**src/rtl/core_timer.sv**
```systemverilog
`default_nettype none
// ============================================================================
// Module      : core_timer
// Description : Machine timer with a prescaled 64-bit mtime counter, a 64-bit
//               mtimecmp compare register, a control register (bit 0 = en)
//               and a single-outstanding request/response register port.
//               time_irq_o is asserted whenever mtime >= mtimecmp.
// Ports       : clk_i          - clock for all state
//               rstn_i         - synchronous active-low reset
//               req_valid_i    - register request valid
//               req_ready_o    - register request ready (high in IDLE)
//               req_we_i       - 1 = write, 0 = read
//               req_addr_i     - byte address: 0x00 mtime, 0x08 mtimecmp,
//                                0x10 ctrl
//               req_wdata_i    - write data
//               req_wstrb_i    - write byte enables
//               resp_valid_o   - response valid (high in RESP)
//               resp_ready_i   - response accepted
//               resp_rdata_o   - read data (0 for writes and errors)
//               resp_err_o     - bad-address error
//               time_o         - current mtime
//               time_irq_o     - timer interrupt
// Revision    : 1.0 - initial release
// ============================================================================
module core_timer #(
    parameter int unsigned PRESCALE_DIV = 10
) (
    input  logic        clk_i,
    input  logic        rstn_i,
    input  logic        req_valid_i,
    output logic        req_ready_o,
    input  logic        req_we_i,
    input  logic [4:0]  req_addr_i,
    input  logic [63:0] req_wdata_i,
    input  logic [7:0]  req_wstrb_i,
    output logic        resp_valid_o,
    input  logic        resp_ready_i,
    output logic [63:0] resp_rdata_o,
    output logic        resp_err_o,
    output logic [63:0] time_o,
    output logic        time_irq_o
);

    localparam logic [15:0] c_PRESCALE_MAX = 16'(PRESCALE_DIV - 1);

    localparam logic [0:0]  c_ST_IDLE = 1'b0;
    localparam logic [0:0]  c_ST_RESP = 1'b1;

    localparam logic [4:0]  c_ADDR_MTIME    = 5'h00;
    localparam logic [4:0]  c_ADDR_MTIMECMP = 5'h08;
    localparam logic [4:0]  c_ADDR_CTRL     = 5'h10;

    localparam logic [63:0] c_CMP_RESET = 64'hFFFF_FFFF_FFFF_FFFF;

    logic [0:0]  r_state;
    logic [15:0] r_prescaler;
    logic [63:0] r_mtime;
    logic [63:0] r_mtimecmp;
    logic        r_en;
    logic [63:0] r_rdata;
    logic        r_err;

    logic        w_accept;
    logic        w_tick;
    logic        w_sel_mtime;
    logic        w_sel_mtimecmp;
    logic        w_sel_ctrl;
    logic        w_bad_addr;
    logic        w_wr_ok;
    logic [63:0] w_wmask;
    logic [63:0] w_mtime_inc;
    logic [63:0] w_mtime_next;
    logic [15:0] w_prescaler_next;
    logic [63:0] w_rdata_next;

    // Expand byte strobes into a bit mask.
    for (genvar gi = 0; gi < 8; gi++) begin : g_wmask
        assign w_wmask[gi*8 +: 8] = {8{req_wstrb_i[gi]}};
    end

    assign w_accept       = (r_state == c_ST_IDLE) && req_valid_i;
    assign w_tick         = r_en && (r_prescaler == c_PRESCALE_MAX);

    // Only the three 8-byte aligned register offsets decode; anything else
    // (including misaligned offsets) is an error.
    assign w_sel_mtime    = (req_addr_i == c_ADDR_MTIME);
    assign w_sel_mtimecmp = (req_addr_i == c_ADDR_MTIMECMP);
    assign w_sel_ctrl     = (req_addr_i == c_ADDR_CTRL);
    assign w_bad_addr     = !(w_sel_mtime || w_sel_mtimecmp || w_sel_ctrl);
    assign w_wr_ok        = w_accept && req_we_i && !w_bad_addr;

    // Strobed bytes of an mtime write override the incremented value, so a
    // write landing on a tick edge wins over the increment.
    assign w_mtime_inc    = w_tick ? (r_mtime + 64'd1) : r_mtime;
    assign w_mtime_next   = (w_wr_ok && w_sel_mtime)
                          ? ((w_mtime_inc & ~w_wmask) | (req_wdata_i & w_wmask))
                          : w_mtime_inc;

    always_comb begin
        w_prescaler_next = r_prescaler;
        if (w_tick) begin
            w_prescaler_next = 16'd0;
        end else if (r_en) begin
            w_prescaler_next = r_prescaler + 16'd1;
        end
    end

    // Read data is sampled from register values before the acceptance edge.
    always_comb begin
        w_rdata_next = 64'd0;
        if (!req_we_i) begin
            if (w_sel_mtime) begin
                w_rdata_next = r_mtime;
            end else if (w_sel_mtimecmp) begin
                w_rdata_next = r_mtimecmp;
            end else if (w_sel_ctrl) begin
                w_rdata_next = {63'd0, r_en};
            end
        end
    end

    always_ff @(posedge clk_i) begin
        if (!rstn_i) begin
            r_prescaler <= 16'd0;
            r_mtime     <= 64'd0;
            r_mtimecmp  <= c_CMP_RESET;
            r_en        <= 1'b1;
        end else begin
            r_prescaler <= w_prescaler_next;
            r_mtime     <= w_mtime_next;
            if (w_wr_ok && w_sel_mtimecmp) begin
                r_mtimecmp <= (r_mtimecmp & ~w_wmask) | (req_wdata_i & w_wmask);
            end
            if (w_wr_ok && w_sel_ctrl && req_wstrb_i[0]) begin
                r_en <= req_wdata_i[0];
            end
        end
    end

    always_ff @(posedge clk_i) begin
        if (!rstn_i) begin
            r_state <= c_ST_IDLE;
            r_rdata <= 64'd0;
            r_err   <= 1'b0;
        end else begin
            case (r_state)
                c_ST_IDLE: begin
                    if (req_valid_i) begin
                        r_state <= c_ST_RESP;
                        r_rdata <= w_rdata_next;
                        r_err   <= w_bad_addr;
                    end
                end
                c_ST_RESP: begin
                    if (resp_ready_i) begin
                        r_state <= c_ST_IDLE;
                    end
                end
                default: begin
                    r_state <= c_ST_IDLE;
                end
            endcase
        end
    end

    // Ready is gated by reset so it is low for every cycle reset is held.
    assign req_ready_o  = rstn_i && (r_state == c_ST_IDLE);
    assign resp_valid_o = (r_state == c_ST_RESP);
    assign resp_rdata_o = r_rdata;
    assign resp_err_o   = r_err;
    assign time_o       = r_mtime;
    assign time_irq_o   = (r_mtime >= r_mtimecmp);

endmodule
`default_nettype wire

```
**config.mk**
```make
export PLATFORM = sky130hd
export DESIGN_NAME = core_timer
export DESIGN_NICKNAME = d
export VERILOG_FILES = /design/src/rtl/core_timer.sv
export SDC_FILE = /design/constraint.sdc
export NUM_CORES = 1
export LEC_CHECK = 0
export ABC_CLOCK_PERIOD_IN_PS = 2450
export BUFFER_PORTS_ARGS = -buffer_cell sky130_fd_sc_hd__buf_2
export CAP_MARGIN = 20
export CORE_ASPECT_RATIO = 0.8
export CORE_MARGIN = 5
export CORE_UTILIZATION = 30
export DETAILED_ROUTE_END_ITERATION = 16
export PLACE_DENSITY_LB_ADDON = 0.2
export SLEW_MARGIN = 20
export SYNTH_ARGS = -nofsm -noshare
export SYNTH_HDL_FRONTEND = slang
export SYNTH_SLANG_ARGS = --single-unit
```
**constraint.sdc**
```tcl
create_clock -name clk_i -period 2.45 [get_ports clk_i]
set_clock_uncertainty 0.2 [all_clocks]
set_input_delay 0.1225 -clock clk_i [delete_from_list [all_inputs] [get_ports clk_i]]
set_output_delay 0.1225 -clock clk_i [all_outputs]
set_load 0.05 [all_outputs]
```
==> impl_metrics.env <==
export IMPL_crit_path_start_kind="flop"
export IMPL_die_y_um=182
export IMPL_rsz0062_at_grt="yes"
export IMPL_grt_use_total_pct=18.9
export IMPL_core_area_mm2=0.0367
export IMPL_crit_fanout=2
export IMPL_seq_area_frac_synth_pct=38.1
export IMPL_cts_tree="yes"
export IMPL_synth_warnings=0
export IMPL_vias_per_cell=4.91
export IMPL_yosys_area_share_simple_pct=23.3
export IMPL_stdcell_area_mm2=0.0168
export IMPL_max_slew_margin_pct=61.5
export IMPL_synth_top_family_by_area="simple AND/OR/NAND/NOR gates"
export IMPL_ir_drop_uv=346
export IMPL_antenna_found_initial=2
export IMPL_cp_end_kind="output pin"
export IMPL_cpMaxStageDelayCell="or4_4"
export IMPL_rrSetupSlack_ns=-0.20
export IMPL_cp_endpoint="time_irq_o"
export IMPL_synthCells=1420
export IMPL_synth_edf_count=0
export IMPL_cp_arrival_ns=2.64
export IMPL_setup_viol=50
export IMPL_grt_pass1_vias=11314
export IMPL_clk_pin_slew_worst_paths_ns=0.06
export IMPL_dpl_cell_area_mm2=0.0141
export IMPL_worstPathCellList="inv_1, ha_4, nand4_1, or4_4, a2111oi_4, nor4_4, o31ai_4, buf_6"
export IMPL_ios=214
export IMPL_tightest_slew_ns=0.577
export IMPL_post_place_ws_ns=-0.268
export IMPL_cts_root_buffer="clkbuf_16"
export IMPL_clkLatencyLatePin_ns=0.54
export IMPL_slew_violations=0
export IMPL_routabilityCongestion=0.819
export IMPL_critical_path_buf_inv_count=2
export IMPL_fin_crit_ns=2.96
export IMPL_drt_iter0_markers=716
export IMPL_period_share_pct=121
export IMPL_hold_path_class="in2reg"
export IMPL_grt_max_degree=88
export IMPL_rows=63
export IMPL_dp_cells=2197
export IMPL_syn_nets=1569
export IMPL_status="complete, but fails checks"
export IMPL_required_ns=2.13
export IMPL_clock_tree_buffer_depth=3
export IMPL_fin_nets=2001
export IMPL_grt_pass1_wl_mm=63.3
export IMPL_mostFrequentLayoutCell="nor2_1"
export IMPL_postRouteAntennaNets=0
export IMPL_timing_fmax_mhz=338
export IMPL_synthFlopType="dfxtp_1"
export IMPL_path_depth=8
export IMPL_critPathMaxStageDelay_ns=0.55
export IMPL_initial_core_util_pct=30.1
export IMPL_p_total_uw=7740
export IMPL_synthesis_area_mm2=0.0111
export IMPL_worstReg2RegEnd="time_o[37]$_SDFF_PN0_"
export IMPL_cts_buffers=27
export IMPL_syn_avg_cell_area_um2=7.80
export IMPL_num_vias=11595
export IMPL_area_delta_synth_final_pct=52.0
export IMPL_async_flop_share_pct=0
export IMPL_grt_overflow=0
export IMPL_critical_path_class="reg2out"
export IMPL_power_leakage_uw=0.00813
export IMPL_synthAdderAreaFrac_pct=7.57
export IMPL_reg2regPathDepth=11
export IMPL_die_area_mm2=0.0409
export IMPL_violations="negative setup slack"
export IMPL_drc=0
export IMPL_fin_cells=2360
export IMPL_hpwlAfterDp_mm=29.4
export IMPL_synth_area_mux_share_pct=0.181
export IMPL_synth_compound_area_share_pct=19.1
export IMPL_cts_max_level=1
export IMPL_final_hold_viol_count=0
export IMPL_cts_sinks=211
export IMPL_wl_per_cell_um=17.1
export IMPL_first_pass_iters=7
export IMPL_maxCapViolations=0
export IMPL_setup_slack_ns=-0.511
export IMPL_io_buffers=213
export IMPL_tns_ns=-3.57
export IMPL_ys_seq_elements=211
export IMPL_layout_common_cells="nor2_1 (305), buf_2 (212), dfxtp_1 (159)"
export IMPL_synth_xor_area_share_pct=5.85
export IMPL_totalWireLength_mm=40.3
export IMPL_critical_path_top_delay_family="simple AND/OR/NAND/NOR gates"
export IMPL_crit_reg2reg_launch="r_prescaler[1]$_SDFFE_PP0P_"
export IMPL_drive_gt1_share_pct=32.0
export IMPL_yosysUniqueCellTypes=50
export IMPL_cellPowerDensity_mw_per_mm2=460
export IMPL_die_x_um=225
## cells in the mapped netlist, types with 19 or more instances
master | number | area share (%)
nor3_1 | 19 | 0.86
dfxtp_1 | 211 | 38
nand2_1 | 61 | 2.1
xnor2_1 | 57 | 4.5
nand4_1 | 30 | 1.7
ha_1 | 67 | 7.6
nor4_2 | 20 | 2.3
a211oi_1 | 24 | 1.6
nor2_1 | 313 | 11
inv_1 | 80 | 2.7
a22oi_1 | 66 | 4.5
a21oi_1 | 135 | 6.1
nand3_1 | 22 | 0.99
clkbuf_1 | 61 | 2.1
o21ai_0 | 119 | 5.4
## where the power goes
| part | internal [uW] | switching, uW |
|---|---|---|
| combinational | 226 | 312 |
| sequential | 3430 | 13.6 |
| clock | 2180 | 1580 |
| total | 5830 | 1910 |
## cell families (layout without fill, tap and decap cells)
group / after synthesis / after routing
AOI/OAI and AO/OA: 365 / 365
xor gates and xnor gates: 74 / 74
adders and majority gates: 67 / 67
buffers and inverters: 164 / 615
DFF: 211 / 211
muxes: 2 / 2
other: 0 / 2
and+or+nand+nor: 537 / 537
## layout make-up
type | instances | area (um2)
clock buffer | 39 | 771
inverter | 81 | 305
tap | 487 | 609
antenna | 2 | 5.00
clock inverter | 9 | 53.8
sequential | 211 | 4340
fill | 3679 | 19900
multi-input combinational | 1045 | 7100
timing repair buffer | 486 | 3650
## routing by layer
metal	share of wire [%]	routed length (um)	global-route usage, %	vias up
li1	-	-	-	5809
met1	50	20000	27.6	5498
met2	44	17900	30.0	252
met3	4.4	1770	2.76	36
met4	1.6	657	3.55	0
met5	0	0	0	-
## worst min path at each step
| stage | from | endpoint | slack [ns] | cells after the start |
|---|---|---|---|---|
| after floorplan | req_wdata_i[0] | r_en$_SDFFE_PN1P_ | 0.05 | 2 |
| after global placement | resp_ready_i | resp_valid_o$_SDFF_PN0_ | 0.19 | 3 |
| after detailed placement | resp_ready_i | resp_valid_o$_SDFF_PN0_ | 0.19 | 3 |
| after CTS | resp_ready_i | resp_valid_o$_SDFF_PN0_ | 0.14 | 4 |
| after global routing | req_wdata_i[5] | time_o[5]$_SDFF_PN0_ | 0.21 | 4 |
| final | resp_ready_i | resp_valid_o$_SDFF_PN0_ | 0.17 | 4 |
## through the flow
stage / util, % / hold WS, ns
finish: 45.8 / 0.172
global route: 45.8 / 0.213
CTS: 45.0 / 0.141
detailed placement: 38.5 / 0.192
global placement: 38.5 / 0.186
floorplan: - / 0.0476
## worst register-to-register path, delay by kind of cell, from the launching register on
kind | cells | cell delay (ns)
and+or+nand+nor | 4 | 1.12
buffers and inverters | 4 | 0.54
xor gates and xnor gates | 1 | 0.15
DFF | 1 | 0.32
AOI/OAI and AO/OA | 1 | 0.07
adders and majority gates | 1 | 0.11
## what timing repair did
action / in CTS / in global routing
gates cloned: 2 / 0
endpoints found under the hold margin: 133 / 0
buffers inserted: 15 / 11
gates resized for setup: 98 / 44
hold buffers: 90 / 0
pin swaps: 87 / 43
endpoints found under the setup margin: 54 / 74
(Power assumes the default switching activity.)
